File: src/rtl/nn_pkg.sv
// Shared types and helpers for the neural-network datapath blocks.
// sample_t is the signed activation word passed between layers; smax picks
// the larger of two samples without widening, so the extremes pass unchanged.
package nn_pkg;

    localparam int DATA_W = 8;

    typedef logic signed [DATA_W-1:0] sample_t;

    // Signed maximum: returns one of the operands, never a computed value.
    function automatic sample_t smax(input sample_t a, input sample_t b);
        return (a > b) ? a : b;
    endfunction

endpackage

File: src/rtl/pool_line_buf.sv
// Half-width line buffer for the 2x2 pooler.
// Simple dual-port RAM: synchronous write, registered read with read enable.
// The read register holds its value until the next enabled read so the
// consumer may stall between the read and the use of the data.
// Contents are not reset; the pooler writes every entry before reading it.
module pool_line_buf #(
    parameter int DEPTH  = 14,
    parameter int WIDTH  = 8,
    parameter int ADDR_W = (DEPTH > 1) ? $clog2(DEPTH) : 1
) (
    input  logic              clk,
    input  logic              wr_en,
    input  logic [ADDR_W-1:0] wr_addr,
    input  logic [WIDTH-1:0]  wr_data,
    input  logic              rd_en,
    input  logic [ADDR_W-1:0] rd_addr,
    output logic [WIDTH-1:0]  rd_data
);

    logic [WIDTH-1:0] mem [DEPTH];
    logic [WIDTH-1:0] rd_data_reg;

    // Write port: store the horizontal max of an even-row pair.
    always_ff @(posedge clk) begin
        if (wr_en) begin
            mem[wr_addr] <= wr_data;
        end
    end

    // Read port: registered output, updated only when a read is issued.
    always_ff @(posedge clk) begin
        if (rd_en) begin
            rd_data_reg <= mem[rd_addr];
        end
    end

    assign rd_data = rd_data_reg;

endmodule

File: src/rtl/relu_maxpool2x2.sv
// Optional ReLU followed by 2x2 / stride-2 max pooling on a raster stream.
// Even rows: each horizontal pair max is parked in the line buffer.
// Odd rows: the stored pair max for the same column pair is read back when
// the even-column sample arrives and combined with the current pair max when
// the odd-column sample arrives, producing one pooled sample one cycle later.
// DATA_W must equal nn_pkg::DATA_W since the comparators use sample_t.
module relu_maxpool2x2 #(
    parameter int DATA_W  = 8,
    parameter int IMG_W   = 28,
    parameter int IMG_H   = 28,
    parameter bit RELU_EN = 1'b1
) (
    input  logic                     clk,
    input  logic                     reset,
    input  logic                     clear,
    input  logic                     in_valid,
    input  logic signed [DATA_W-1:0] in_data,
    output logic                     out_valid,
    output logic signed [DATA_W-1:0] out_data,
    output logic                     out_last
);

    import nn_pkg::*;

    localparam int COL_W  = (IMG_W > 1) ? $clog2(IMG_W) : 1;
    localparam int ROW_W  = (IMG_H > 1) ? $clog2(IMG_H) : 1;
    localparam int DEPTH  = IMG_W / 2;
    localparam int ADDR_W = (DEPTH > 1) ? $clog2(DEPTH) : 1;

    localparam logic [COL_W-1:0] COL_LAST = COL_W'(IMG_W - 1);
    localparam logic [ROW_W-1:0] ROW_LAST = ROW_W'(IMG_H - 1);

    logic [COL_W-1:0] col_reg, col_next;
    logic [ROW_W-1:0] row_reg, row_next;
    sample_t          hold_reg, hold_next;
    logic             out_valid_reg, out_valid_next;
    sample_t          out_data_reg, out_data_next;
    logic             out_last_reg, out_last_next;

    logic              accept;
    logic              col_odd;
    logic              row_odd;
    sample_t           x;
    sample_t           hmax;
    sample_t           pooled;
    logic [ADDR_W-1:0] lb_addr;
    logic              lb_wr_en;
    logic              lb_rd_en;
    logic [DATA_W-1:0] lb_rd_data;

    // clear has priority over a coincident sample, which is dropped.
    assign accept  = in_valid && !clear;
    assign col_odd = col_reg[0];
    assign row_odd = row_reg[0];

    // Both columns of a pair share one line-buffer slot.
    assign lb_addr  = ADDR_W'(col_reg >> 1);
    assign lb_wr_en = accept && col_odd && !row_odd;
    assign lb_rd_en = accept && !col_odd && row_odd;

    pool_line_buf #(
        .DEPTH  (DEPTH),
        .WIDTH  (DATA_W),
        .ADDR_W (ADDR_W)
    ) u_line_buf (
        .clk     (clk),
        .wr_en   (lb_wr_en),
        .wr_addr (lb_addr),
        .wr_data (hmax),
        .rd_en   (lb_rd_en),
        .rd_addr (lb_addr),
        .rd_data (lb_rd_data)
    );

    // ReLU, horizontal pair max and final 2x2 max.
    always_comb begin
        x = in_data;
        if (RELU_EN && in_data[DATA_W-1]) begin
            x = '0;
        end
        hmax   = smax(hold_reg, x);
        pooled = smax(sample_t'(lb_rd_data), hmax);
    end

    // Next-state: raster counters, hold register and output registers.
    always_comb begin
        col_next       = col_reg;
        row_next       = row_reg;
        hold_next      = hold_reg;
        out_valid_next = 1'b0;
        out_last_next  = 1'b0;
        out_data_next  = out_data_reg;

        if (clear) begin
            col_next  = '0;
            row_next  = '0;
            hold_next = '0;
        end else if (accept) begin
            if (!col_odd) begin
                hold_next = x;
            end
            if (col_odd && row_odd) begin
                out_valid_next = 1'b1;
                out_data_next  = pooled;
                out_last_next  = (row_reg == ROW_LAST) && (col_reg == COL_LAST);
            end
            if (col_reg == COL_LAST) begin
                col_next = '0;
                row_next = (row_reg == ROW_LAST) ? '0 : row_reg + 1'b1;
            end else begin
                col_next = col_reg + 1'b1;
            end
        end
    end

    // State register with synchronous reset; a partial window is simply lost.
    always_ff @(posedge clk) begin
        if (reset) begin
            col_reg       <= '0;
            row_reg       <= '0;
            hold_reg      <= '0;
            out_valid_reg <= 1'b0;
            out_data_reg  <= '0;
            out_last_reg  <= 1'b0;
        end else begin
            col_reg       <= col_next;
            row_reg       <= row_next;
            hold_reg      <= hold_next;
            out_valid_reg <= out_valid_next;
            out_data_reg  <= out_data_next;
            out_last_reg  <= out_last_next;
        end
    end

    assign out_valid = out_valid_reg;
    assign out_data  = out_data_reg;
    assign out_last  = out_last_reg;

endmodule
File: config.mk
export PLATFORM = sky130hd
export DESIGN_NAME = relu_maxpool2x2
export DESIGN_NICKNAME = d
export VERILOG_FILES = /design/src/rtl/nn_pkg.sv /design/src/rtl/pool_line_buf.sv /design/src/rtl/relu_maxpool2x2.sv
export SDC_FILE = /design/constraint.sdc
export NUM_CORES = 1
export LEC_CHECK = 0
export CELL_PAD_IN_SITES_DETAIL_PLACEMENT = 0
export CELL_PAD_IN_SITES_GLOBAL_PLACEMENT = 1
export CORE_AREA = 2 2 111 113
export DETAILED_ROUTE_END_ITERATION = 16
export DIE_AREA = 0 0 113 115
export GPL_ROUTABILITY_DRIVEN = 0
export HOLD_SLACK_MARGIN = 0.05
export PLACE_DENSITY = 0.9
export RECOVER_POWER = 50
export SYNTH_ARGS = -nofsm -noshare
export SYNTH_HDL_FRONTEND = slang
export SYNTH_HIERARCHICAL = 1
export SYNTH_SLANG_ARGS = --single-unit
export TNS_END_PERCENT = 1
File: constraint.sdc
create_clock -name clk -period 4.7 [get_ports clk]
set_input_delay 0.47 -clock clk [delete_from_list [all_inputs] [get_ports clk]]
set_output_delay 0.47 -clock clk [all_outputs]
set_load 0.005 [all_outputs]
; ---- Yosys cells after proc, flatten, opt, wreduce, memory -nomap -nowiden
; Memory sizes are Yosys's and may differ from the RTL's. A register that Yosys moved wholly into a read port is not among the register bits.
; Index checks and enable logic that the tools add are counted.
[word_totals]
inputBits = 12
n_memories = 1
regBits = 28
wordCells = 41
mem_bits_rw = 112
[memory_table]
columns = memory, words, word_bits, rd, rd_ports_with_merged_regs, wr, line_no
row1 = u_line_buf.mem, 14, 8, 1, 1, 1, pool_line_buf.sv:20  ; logic [WIDTH-1:0] mem [DEPTH];
[op_classes]
bitwise = 4
add_sub_neg = 2
reduce_logical = 16
n_mux = 8
n_eq_ne = 2
n_lt_le_gt_ge = 2
[op_table]
columns = operator, n
row1 = > comparator 8 bit, 2
row2 = two-way mux 8 bit, 2
row3 = adder 5 x 1 -> 5 bit (second input constant), 2
row4 = equality test 5 bit (second input constant), 2
row5 = two-way mux 5 bit, 2
row6 = logical AND 1 bit, 7
row7 = two-way mux 7 bit, 1
row8 = inverter 1 bit, 4
row9 = AND reduction 2 bit, 2
row10 = OR reduction 4 bit, 1
row11 = logical NOT 1 bit, 3
row12 = two-way mux 1 bit, 3
row13 = AND reduction 3 bit, 1
row14 = OR reduction 3 bit, 1
row15 = OR reduction 2 bit, 1

; ---- Longest topological paths before layout
[logic_depth]
word_depth = 6
ltp_mapped = 14

; ---- Hierarchy
; The synthesis kept the hierarchy.
[modules_own_cells]
columns = module, area_per_inst_um2, cells_per_inst, instances, seq_area_each_um2
row1 = pool_line_buf, 4687.0, 210, 1, 3603.5
row2 = relu_maxpool2x2, 1820.5, 212, 1, 540.5

; ---- Least setup slack after synthesis
; No wires, ideal clock.
[synth_timing]
path_kind = input port to flip-flop
start = input port in_data[7]
end = register out_data_reg[0] (netlist: out_data[0])
setup_ps = 134
stages = 14
arrival_ps = 3212
required_time_ps = 4566
n_path_buf = 1
setup_slack_ps = 1354
cell_sequence = nand2b_1 -> ha_1 -> nand2b_1 -> or4b_1 -> buf_2 -> nand3_1 -> o211a_4 -> inv_2 -> ha_1 -> and4b_1 -> o2111ai_1 -> a221o_2 -> nand2_4 -> o221ai_1
[synth_between]
elab_chain_len = 5
[synth_lines]
columns = item, line_no
row1 = start: declaration, relu_maxpool2x2.sv:17  ; input logic signed [DATA_W-1:0] in_data,
row2 = two-way mux 7 bit (*), relu_maxpool2x2.sv:78  ; if (RELU_EN && in_data[DATA_W-1]) begin
row3 = > comparator 8 bit, nn_pkg.sv:12  ; return (a > b) ? a : b;
row4 = two-way mux 8 bit (*), nn_pkg.sv:12
row5 = via hmax[5], relu_maxpool2x2.sv:44  ; sample_t hmax;
row6 = > comparator 8 bit (*), nn_pkg.sv:12
row7 = two-way mux 8 bit (*), nn_pkg.sv:12
row8 = end signal: assignment, relu_maxpool2x2.sv:130  ; out_data_reg <= out_data_next;
row9 = end: declaration, relu_maxpool2x2.sv:37  ; sample_t out_data_reg, out_data_next;
; Mark *: on every way through the listed nets, which the timed path passes. The rest lies on a longest branch.
; A chain may end at the register's enable or synchronous reset.

; ---- Worst setup path in the final report
; Ends and elaborated chain as after synthesis.

==> flow_summary.ini <==
[floorplan]
io_pins = 22
coreArea_um2 = 11800
core.rowCount = 40
dieWidth_um = 113
initial_core_util = 0.551
die-area_um2 = 13000
die_h_um = 115

[cells_and_area]
largest_reg_flops = 112
nets = 493
syn_to_final_growth_pct = 13.9
drive_above_1_share = 0.144
final_cells = 625
num_antenna_cells = 0

[synth]
ys_seq_area_frac = 0.637
synth_seq_cells = 147
yosysTopAreaCellShare = 0.554
synth.distinct_cells = 64
syn-instance-count = 422
synthArstFlopShare = 0
synth.area.top_cells = edfxtp_1 55%, mux4_1 9.3%, dfxtp_1 8.3%, ha_1 3.1%, nand2_1 2.0%
syn_area_um2 = 6510
synth-edff-count = 120
synth.largest_area_cell = edfxtp_1
synth_ff_type = edfxtp_1
avgSynthCellArea_um2 = 15.4
yosysWarningCount = 6

[clocking]
post-cts-setup-buffers = 0
cts_tree = yes
clockBufferDepth = 2
cts_buffers = 17
cts_root_buffer = clkbuf_16
htreeDepth = 4
cts_sinks = 147
post_cts_resized = 0
clk_latency_ns = 0.42
ctsHoldBuffers = 0
clkTransAtPathRegs_ns = 0.06

[worst_setup_path]
reg2regPathDepth = 7
crit_buf_inv = 2
r2r-start = col_reg[1]
cp_cell_sequence = clkdlybuf4s50_1 > nand2b_1 > ha_1 > and3_1 > nor2b_4 > o21a_1 > o211a_1 > inv_2 > ha_1 > and4b_1 > o2111ai_1 > a221o_2 > nand2_4 > o221ai_1
cp_top_family = compound AO/OA/AOI/OAI gates
crit_path_start = in_data[7]
cpPeakStageDelay_ns = 0.53
critPathArrivalTime_ns = 4.38
crit_path_top_delay_cell = o211a_1
r2r_slack_ns = 0.86
critPathMaxFanout = 15
startpoint_type = input port
crit_top_cell = ha_1
reg2reg_to = row_reg[3]
worst_setup_path_end_kind = flop
crit_required_ns = 4.98
crit_type = in2reg

[place]
placed_cells = 593
dp_slack_ns = 0.470
portBuffers = 21
dpl.hpwl_mm = 7.87

[detailed_routing]
first_pass_iters = 11
wire_per_inst_um = 19.4
drt_wl_total_mm = 12.1
vias = 3593
ant_nets = 0
via_per_inst = 5.75
drc = 1
drtIter0Drc = 302

[timing]
clock.fmax_mhz = 244
setup_tns_ns = 0
setup_ws_ns = 0.603
skew_ns = 0.00837
setup_viol = 0
timing_hold_violations_final = 0
period_share = 0.872
rsz0062_at_grt = no
worst_slew_pin_slew_ns = 2.62
fin_crit_ns = 4.10
slew_viol_final = 43
relSlewSlack = -0.746

[grt]
grt_max_degree = 43
grt_first_pass_wirelength_mm = 19.0
overflow = 0
grt_usage = 0.201
antenna_found_initial = 0
grt_pass1_vias = 3509

[min_path]
min_from = hold_reg[0]
whs_path_depth = 2
worst_hold_path_type = reg2reg
worst_hold_path.endpoint = hold_reg[0]

[status]
status = finished, violations left
violations = DRC, capacitance limit, slew limit

[power]
ir_worst_vdd_mv = 0.319
power.leakage_nw = 2.55
p_per_area_nw_per_um2 = 384
p_total_mw = 2.85

[job]
cap_violations = 1
[power breakdown]
group / switching [mW] / internal (mW)
sequential: 0.00160 / 1.43
combinational: 0.0887 / 0.0451
clock: 0.503 / 0.782
[cells in the mapped netlist, drive strengths merged, types with 3 or more instances]
master / instances
a21oi: 20
and2: 8
and2b: 3
buf: 10
clkbuf: 6
dfxtp: 27
edfxtp: 120
ha: 16
inv: 10
mux2: 8
mux2i: 11
mux4: 24
nand2: 36
nand2b: 13
nand3: 11
nor2: 23
nor2b: 3
nor3: 5
o211ai: 6
o21ai: 7
o221ai: 7
o22ai: 8
or2: 8
xor2: 3
[per-stage QoR]
step                      cell area, µm²  hold WS (ns)  utilization
after global routing                7410         0.473        0.628
after global placement              6880         0.442        0.583
after CTS                           7450         0.455        0.631
after detailed placement            6880         0.447        0.583
final                               7410         0.453        0.628
after floorplan                     6560         0.436            -
[layer usage]
| layer | vias to the layer above | GRT usage | part of all wire | routed length (µm) |
|---|---|---|---|---|
| met5 | - | 0 | 0 | 0 |
| met4 | 0 | 0.0780 | 0.014 | 165 |
| met3 | 14 | 0.0474 | 0.044 | 528 |
| met2 | 90 | 0.324 | 0.50 | 6030 |
| met1 | 1758 | 0.271 | 0.44 | 5380 |
| li1 | 1731 | - | - | - |
[area by class of cell]
| class | instances | area [µm²] |
|---|---|---|
| Clock inverter | 12 | 130 |
| Tap cell | 147 | 184 |
| Inverter | 10 | 37.5 |
| Clock buffer | 20 | 437 |
| Multi-Input combinational cell | 262 | 2240 |
| Fill cell | 844 | 4400 |
| Sequential cell | 147 | 4140 |
| Timing Repair Buffer | 27 | 244 |
[cell families after synthesis]
| logic type | Yosys count | synth area share |
|---|---|---|
| compound gates | 59 | 0.0688 |
| xor+xnor | 4 | 0.00538 |
| fa+ha+maj | 16 | 0.0308 |
| buf+inv | 26 | 0.0236 |
| flops | 147 | 0.637 |
| mux | 43 | 0.127 |
| other cells | 1 | 0.000576 |
| simple gates | 126 | 0.107 |
[worst register-to-register path, stage by stage (launching register included)]
cell and delay (ns):
dfxtp_1 0.31, clkbuf_1 1.85, ha_1 0.49, nand4b_1 0.23, nor2_1 0.46, nand4_1 0.18, xor2_1 0.16, nor2_1 0.05
[worst max path at each step]
stage	slack, ns	to	cells after the start
after floorplan	1.35	out_data[0]	14
after global placement	0.60	out_data[2]	14
after detailed placement	0.47	out_data[6]	14
after CTS	0.89	out_data[0]	14
after global routing	0.33	out_data[0]	14
final	0.60	out_data[0]	14
[cells in the final DEF, fill, tap and decap left out, drive strengths merged, types with 8 or more instances in the layout]
master,netlist,final
clkbuf,6,23
mux2,8,8
and2,8,8
nand2,36,36
or2,8,8
nand2b,13,13
clkdlybuf4s50,0,10
inv,10,13
o22ai,8,8
dlygate4sd3,0,11
mux2i,11,11
nand3,11,11
mux4,24,24
conb,1,14
edfxtp,120,120
ha,16,16
dfxtp,27,27
nor2,23,23
a21oi,20,20
Note: power is estimated with default switching activity, not from simulation.
